**src/rtl/msft_dbg_apb_master.sv**
```systemverilog
// -----------------------------------------------------------------------------
// msft_dbg_apb_master
//
// Debug-side APB requester. Takes single-beat read/write commands from the
// debug transport on a valid/ready request channel, runs each one as a single
// APB SETUP/ACCESS transfer on the debug APB port, and returns read data and
// error status on a valid/ready response channel. Only one transfer is ever
// outstanding, and the request and response phases never overlap.
//
// Optional feature (compile-time macro MSFT_DBG_APB_TIMEOUT_EN):
//   When defined, an ACCESS phase that is still waiting after TIMEOUT_CYCLES
//   cycles is aborted and answered with rsp_err_o=1, rsp_timeout_o=1 and
//   rsp_rdata_o=0. When undefined, ACCESS waits for pready_dbg_i forever and
//   rsp_timeout_o is tied low.
//
// Ports:
//   clk_i, rst_i                 clock, synchronous active-high reset
//   req_valid_i / req_ready_o    command handshake
//   req_addr_i, req_wdata_i,
//   req_write_i, req_strb_i      command fields (sampled on acceptance)
//   rsp_valid_o / rsp_ready_i    response handshake
//   rsp_rdata_o, rsp_err_o,
//   rsp_timeout_o                response fields (stable while rsp_valid_o)
//   busy_o                       high whenever a command is in flight
//   psel_dbg_o .. pstrb_dbg_o    APB requester outputs
//   prdata_dbg_i, pready_dbg_i,
//   psuberr_dbg_i                APB completer inputs
// -----------------------------------------------------------------------------
module msft_dbg_apb_master #(
  parameter int APB_ADDR_WIDTH = 32,
  parameter int APB_DATA_WIDTH = 32,
  parameter int TIMEOUT_CYCLES = 1024
) (
  input  logic                        clk_i,
  input  logic                        rst_i,
  // request channel
  input  logic                        req_valid_i,
  output logic                        req_ready_o,
  input  logic [APB_ADDR_WIDTH-1:0]   req_addr_i,
  input  logic [APB_DATA_WIDTH-1:0]   req_wdata_i,
  input  logic                        req_write_i,
  input  logic [APB_DATA_WIDTH/8-1:0] req_strb_i,
  // response channel
  output logic                        rsp_valid_o,
  input  logic                        rsp_ready_i,
  output logic [APB_DATA_WIDTH-1:0]   rsp_rdata_o,
  output logic                        rsp_err_o,
  output logic                        rsp_timeout_o,
  output logic                        busy_o,
  // debug APB port
  output logic                        psel_dbg_o,
  output logic                        penable_dbg_o,
  output logic                        pwrite_dbg_o,
  output logic [APB_ADDR_WIDTH-1:0]   paddr_dbg_o,
  output logic [APB_DATA_WIDTH-1:0]   pwdata_dbg_o,
  output logic [APB_DATA_WIDTH/8-1:0] pstrb_dbg_o,
  input  logic [APB_DATA_WIDTH-1:0]   prdata_dbg_i,
  input  logic                        pready_dbg_i,
  input  logic                        psuberr_dbg_i
);

  localparam int STRB_WIDTH = APB_DATA_WIDTH / 8;

  typedef enum logic [1:0] {
    ST_IDLE   = 2'd0,
    ST_SETUP  = 2'd1,
    ST_ACCESS = 2'd2,
    ST_RESP   = 2'd3
  } state_t;

  state_t                      state_reg;
  logic                        req_ready_reg;
  logic                        busy_reg;
  logic                        psel_reg;
  logic                        penable_reg;
  logic                        pwrite_reg;
  logic [APB_ADDR_WIDTH-1:0]   paddr_reg;
  logic [APB_DATA_WIDTH-1:0]   pwdata_reg;
  logic [STRB_WIDTH-1:0]       pstrb_reg;
  logic                        rsp_valid_reg;
  logic [APB_DATA_WIDTH-1:0]   rsp_rdata_reg;
  logic                        rsp_err_reg;

`ifdef MSFT_DBG_APB_TIMEOUT_EN
  // Counter holds the number of ACCESS wait cycles already seen. The abort
  // fires in the ACCESS cycle whose wait would bring the count to
  // TIMEOUT_CYCLES, so exactly TIMEOUT_CYCLES ACCESS cycles are spent.
  localparam int CNT_WIDTH = $clog2(TIMEOUT_CYCLES + 1);
  localparam logic [CNT_WIDTH-1:0] CNT_LAST = CNT_WIDTH'(TIMEOUT_CYCLES - 1);
  localparam logic [CNT_WIDTH-1:0] CNT_MAX  = CNT_WIDTH'(TIMEOUT_CYCLES);

  logic [CNT_WIDTH-1:0] wait_cnt_reg;
  logic                 rsp_timeout_reg;

  assign rsp_timeout_o = rsp_timeout_reg;
`else
  // Keeps the timeout parameter referenced when the feature is compiled out.
  logic unused_timeout_cfg;
  assign unused_timeout_cfg = (TIMEOUT_CYCLES < 1);
  assign rsp_timeout_o      = 1'b0;
`endif

  always_ff @(posedge clk_i) begin
    if (rst_i) begin
      state_reg       <= ST_IDLE;
      req_ready_reg   <= 1'b1;
      busy_reg        <= 1'b0;
      psel_reg        <= 1'b0;
      penable_reg     <= 1'b0;
      pwrite_reg      <= 1'b0;
      paddr_reg       <= '0;
      pwdata_reg      <= '0;
      pstrb_reg       <= '0;
      rsp_valid_reg   <= 1'b0;
      rsp_rdata_reg   <= '0;
      rsp_err_reg     <= 1'b0;
`ifdef MSFT_DBG_APB_TIMEOUT_EN
      wait_cnt_reg    <= '0;
      rsp_timeout_reg <= 1'b0;
`endif
    end else begin
      case (state_reg)
        ST_IDLE: begin
          if (req_valid_i) begin
            // Reads carry no data and no strobes onto the bus.
            paddr_reg     <= req_addr_i;
            pwrite_reg    <= req_write_i;
            pwdata_reg    <= req_write_i ? req_wdata_i : '0;
            pstrb_reg     <= req_write_i ? req_strb_i : '0;
            psel_reg      <= 1'b1;
            penable_reg   <= 1'b0;
            req_ready_reg <= 1'b0;
            busy_reg      <= 1'b1;
            state_reg     <= ST_SETUP;
          end
        end

        ST_SETUP: begin
          penable_reg  <= 1'b1;
          state_reg    <= ST_ACCESS;
`ifdef MSFT_DBG_APB_TIMEOUT_EN
          wait_cnt_reg <= '0;
`endif
        end

        ST_ACCESS: begin
          // pready has priority over a timeout reached in the same cycle.
          if (pready_dbg_i) begin
            psel_reg        <= 1'b0;
            penable_reg     <= 1'b0;
            rsp_valid_reg   <= 1'b1;
            rsp_rdata_reg   <= pwrite_reg ? '0 : prdata_dbg_i;
            rsp_err_reg     <= psuberr_dbg_i;
`ifdef MSFT_DBG_APB_TIMEOUT_EN
            rsp_timeout_reg <= 1'b0;
`endif
            state_reg       <= ST_RESP;
          end
`ifdef MSFT_DBG_APB_TIMEOUT_EN
          else if (wait_cnt_reg >= CNT_LAST) begin
            psel_reg        <= 1'b0;
            penable_reg     <= 1'b0;
            rsp_valid_reg   <= 1'b1;
            rsp_rdata_reg   <= '0;
            rsp_err_reg     <= 1'b1;
            rsp_timeout_reg <= 1'b1;
            state_reg       <= ST_RESP;
          end else if (wait_cnt_reg != CNT_MAX) begin
            wait_cnt_reg    <= wait_cnt_reg + 1'b1;
          end
`endif
        end

        ST_RESP: begin
          // Request side stays closed through the handshake cycle itself.
          if (rsp_ready_i) begin
            rsp_valid_reg <= 1'b0;
            req_ready_reg <= 1'b1;
            busy_reg      <= 1'b0;
            state_reg     <= ST_IDLE;
          end
        end

        default: begin
          state_reg <= ST_IDLE;
        end
      endcase
    end
  end

  assign req_ready_o   = req_ready_reg;
  assign busy_o        = busy_reg;
  assign psel_dbg_o    = psel_reg;
  assign penable_dbg_o = penable_reg;
  assign pwrite_dbg_o  = pwrite_reg;
  assign paddr_dbg_o   = paddr_reg;
  assign pwdata_dbg_o  = pwdata_reg;
  assign pstrb_dbg_o   = pstrb_reg;
  assign rsp_valid_o   = rsp_valid_reg;
  assign rsp_rdata_o   = rsp_rdata_reg;
  assign rsp_err_o     = rsp_err_reg;

endmodule

```
**config.mk**
```make
export PLATFORM = sky130hd
export DESIGN_NAME = msft_dbg_apb_master
export DESIGN_NICKNAME = d
export VERILOG_FILES = /design/src/rtl/msft_dbg_apb_master.sv
export SDC_FILE = /design/constraint.sdc
export NUM_CORES = 1
export LEC_CHECK = 0
export CAP_MARGIN = 20
export CELL_PAD_IN_SITES_DETAIL_PLACEMENT = 0
export CELL_PAD_IN_SITES_GLOBAL_PLACEMENT = 1
export CORE_ASPECT_RATIO = 0.9
export CORE_MARGIN = 1.5
export CORE_UTILIZATION = 25
export DETAILED_ROUTE_END_ITERATION = 10
export HOLD_SLACK_MARGIN = 0.05
export PLACE_DENSITY = 0.83
export SLEW_MARGIN = 20
export SYNTH_ARGS = -nofsm -noshare
export SYNTH_HDL_FRONTEND = slang
export SYNTH_SLANG_ARGS = --single-unit
```
**constraint.sdc**
```tcl
create_clock -name clk_i -period 1.57 [get_ports clk_i]
set_clock_uncertainty 0.15 [all_clocks]
set_input_delay 0.314 -clock clk_i [delete_from_list [all_inputs] [get_ports clk_i]]
set_output_delay 0.314 -clock clk_i [all_outputs]
set_load 0.005 [all_outputs]
```
==> flow_metrics.env <==
export IMPL_grt_max_degree=69
export IMPL_whs_endpoint="rsp_rdata_o[10]$_SDFFE_PP0P_"
export IMPL_worst_setup_path_type="flip-flop to flip-flop"
export IMPL_reg2reg_depth=5
export IMPL_area_growth_pct=71.35
export IMPL_cts_tree="built"
export IMPL_chipWidth_um=138.4
export IMPL_ant_nets=0
export IMPL_drt_iter0_drc=167
export IMPL_worstPathRequired_ns=1.69
export IMPL_slew_violations=0
export IMPL_clk_path_buf_depth=2
export IMPL_stdcell_count=925
export IMPL_worst_path_max_fanout=4
export IMPL_vias_per_cell=4.503
export IMPL_syn_nets=616
export IMPL_register_area_mm2=0.002218
export IMPL_antenna_found_initial=0
export IMPL_grt_pass1_wl_um=20920
export IMPL_pre_cts_slack_ns=-0.2240
export IMPL_multiInputGateArea_mm2=0.001856
export IMPL_core_area_mm2=0.01613
export IMPL_clock_root_buffer="clkbuf_16"
export IMPL_placed_cell_area_mm2=0.006585
export IMPL_async_flop_share_pct=0
export IMPL_htree_num_levels=3
export IMPL_min_period_ns=1.612
export IMPL_place_inst=902
export IMPL_yosys_top_cells_area="dfxtp_1 53%, a21oi_1 13%, nand2_1 13%"
export IMPL_nNetsFinal=827
export IMPL_synthFlopType="dfxtp_1"
export IMPL_synth_top_area_share_pct=52.93
export IMPL_drv_cap=0
export IMPL_setup_violations=1
export IMPL_worstSkewPairLatency_ns=0.35
export IMPL_ys_types=27
export IMPL_numPortBuffers=213
export IMPL_cp_arrival_ns=1.73
export IMPL_yosys_warnings=0
export IMPL_max_freq_ghz=0.6202
export IMPL_syn_avg_cell_area_um2=8.213
export IMPL_grt_pass1_vias=4123
export IMPL_start_util_pct=25.56
export IMPL_syn_inst=502
export IMPL_rsz0062_at_grt="yes"
export IMPL_critical_path_endpoint_type="flip-flop"
export IMPL_cts_buffers=9
export IMPL_final_period_utilization_pct=102.7
export IMPL_ys_ff_latch=109
export IMPL_fin_area_mm2=0.007064
export IMPL_setup_worst_path_start_class="flip-flop"
export IMPL_fp_row_count=44
export IMPL_gp_congestion=0.7517
export IMPL_ys_seq_area_share_pct=52.93
export IMPL_reg2reg_setup_slack_ns=-0.04
export IMPL_tns_ns=-0.04244
export IMPL_synth_largest_area_cell="dfxtp_1"
export IMPL_grt_use_total_pct=15.03
export IMPL_reg2reg_from="state_reg[1]$_SDFFE_PP0P_"
export IMPL_synth_edf_count=0
export IMPL_die_h_um=124.8
export IMPL_dieArea_mm2=0.01727
export IMPL_antennaDiodeCount=0
export IMPL_routed_wl_um=13370
export IMPL_failed_checks="setup timing"
export IMPL_hold_path_class="flip-flop to flip-flop"
export IMPL_whs_ns=0.2976
export IMPL_num_vias=4165
export IMPL_min_delay_start="rsp_rdata_o[10]$_SDFFE_PP0P_"
export IMPL_hold_path_cell_count=2
export IMPL_p_per_area_mw_per_mm2=1285
export IMPL_hold_violations=0
export IMPL_drtPass1Iterations=4
export IMPL_peakVddDrop_v=0.0007647
export IMPL_drcViolationCount=0
export IMPL_wl_per_cell_um=14.46
export IMPL_syn_area_mm2=0.004123
export IMPL_fill_cells=1641
export IMPL_status="finished with violations"
export IMPL_dp_hpwl_um=8712
export IMPL_r2r_end="state_reg[0]$_SDFFE_PP0P_"
export IMPL_startpoint="state_reg[1]$_SDFFE_PP0P_"
export IMPL_ioPinCount=215
export IMPL_leakage_nw=2.987
export IMPL_worst_slack_ns=-0.04244
export IMPL_post_route_cells_drive_above_1_share_pct=14.07
export IMPL_clkTransAtPathRegs_ns=0.08
export IMPL_cts_sinks=109
export IMPL_grt_overflow=0
-- through the flow --
| stage | utilization, % | total power (W) |
|---|---|---|
| after detailed placement | 40.82 | 0.006554 |
| after CTS | 42.45 | 0.008830 |
| after global routing | 43.79 | 0.009697 |
| after global placement | 40.82 | 0.006552 |
| final | 43.79 | 0.009080 |
| after floorplan | - | 0.004857 |
-- cells in the final DEF (no fill, tap or decap), types with 2 or more instances in the layout --
master | netlist | routed
nand2_1 | 141 | 140
dlygate4sd2_1 | 0 | 107
clkdlybuf4s50_1 | 0 | 105
a21oi_1 | 107 | 93
dfxtp_1 | 109 | 82
nand3_1 | 36 | 35
nand3b_1 | 32 | 32
dfxtp_2 | 0 | 26
buf_4 | 5 | 17
a21oi_2 | 0 | 14
clkbuf_16 | 0 | 14
buf_12 | 0 | 7
o21bai_1 | 3 | 3
o21ai_0 | 3 | 3
ha_1 | 7 | 3
clkinv_4 | 0 | 3
nor2b_4 | 0 | 2
inv_1 | 4 | 2
nand2b_1 | 2 | 2
ha_4 | 0 | 2
ha_2 | 0 | 2
clkinv_8 | 0 | 2
-- timing repair --
| action | 4_1_cts | 5_1_grt |
|---|---|---|
| hold buffers | 1 | 0 |
| endpoints found under the setup margin | 109 | 40 |
| gates resized for setup | 138 | 25 |
| setup buffers | 1 | 0 |
| pin swaps | 0 | 33 |
| hold endpoints to repair | 2 | 0 |
| gates cloned | 0 | 5 |
-- cells in the mapped netlist, types with 2 or more instances --
cell type and count:
a21oi_1 107, inv_1 4, nand2_1 141, clkbuf_1 21, nor2b_1 3, ha_1 7
dfxtp_1 109, o21bai_1 3, buf_4 5, buf_1 3, nand3b_1 32, nand3_1 36
nand2b_1 2, buf_2 13, o21ai_0 3, and2_1 2
-- power breakdown --
group / leakage [nW] / total, W / switching (W) / internal, W
Sequential: 0.901 / 0.00342 / 0.000214 / 0.00321
Clock: 0.156 / 0.00241 / 0.00113 / 0.00128
Combinational: 1.93 / 0.00324 / 0.00156 / 0.00168
-- layout make-up --
type / count / area share, %
clock buffer: 9 / 3.188
sequential: 109 / 31.40
multi-input combinational: 347 / 26.27
inverter: 4 / 0.2480
clock inverter: 7 / 1.382
tap: 207 / 3.666
timing repair buffer: 242 / 33.85
-- layer usage --
metal	vias to the layer above	share of wire [%]	track usage (%)
li1	2101	-	-
met1	1915	44	17.64
met2	137	47	24.79
met3	12	8.5	7.036
met4	0	1.1	3.653
met5	-	0	0
-- worst max path at each step --
stage | endpoint | slack (ns) | depth (start not counted)
2_1_floorplan | state_reg[0]$_SDFFE_PP0P_ | 0.01 | 5
3_3_place_gp | psel_dbg_o$_SDFFE_PP0P_ | -0.21 | 5
3_5_place_dp | pwdata_dbg_o[24]$_SDFFE_PP0P_ | -0.22 | 5
4_1_cts | state_reg[0]$_SDFFE_PP0P_ | 0.003 | 5
5_1_grt | state_reg[0]$_SDFFE_PP0P_ | -0.09 | 5
6_report | state_reg[0]$_SDFFE_PP0P_ | -0.04 | 5
-- logic make-up (layout without fill, tap and decap cells) --
group                      Yosys count  count (layout)  synth area share (%)
buffers and inverters               46             262                 5.038
and+or+nand+nor                    219             219                 24.49
other                                1               1               0.09096
adders and majority gates            7               7                 2.124
AOI/OAI and AO/OA                  119             119                 15.08
DFF                                109             109                 52.93
muxes                                1               1                0.2428
-- worst max-delay path: stages, from the launching register on --
cell,delay [ns]
dfxtp_4,0.37
buf_4,0.14
ha_2,0.16
nor2b_1,0.15
or4_4,0.48
o31ai_2,0.07
No activity file was read; power rests on OpenSTA's default activity.
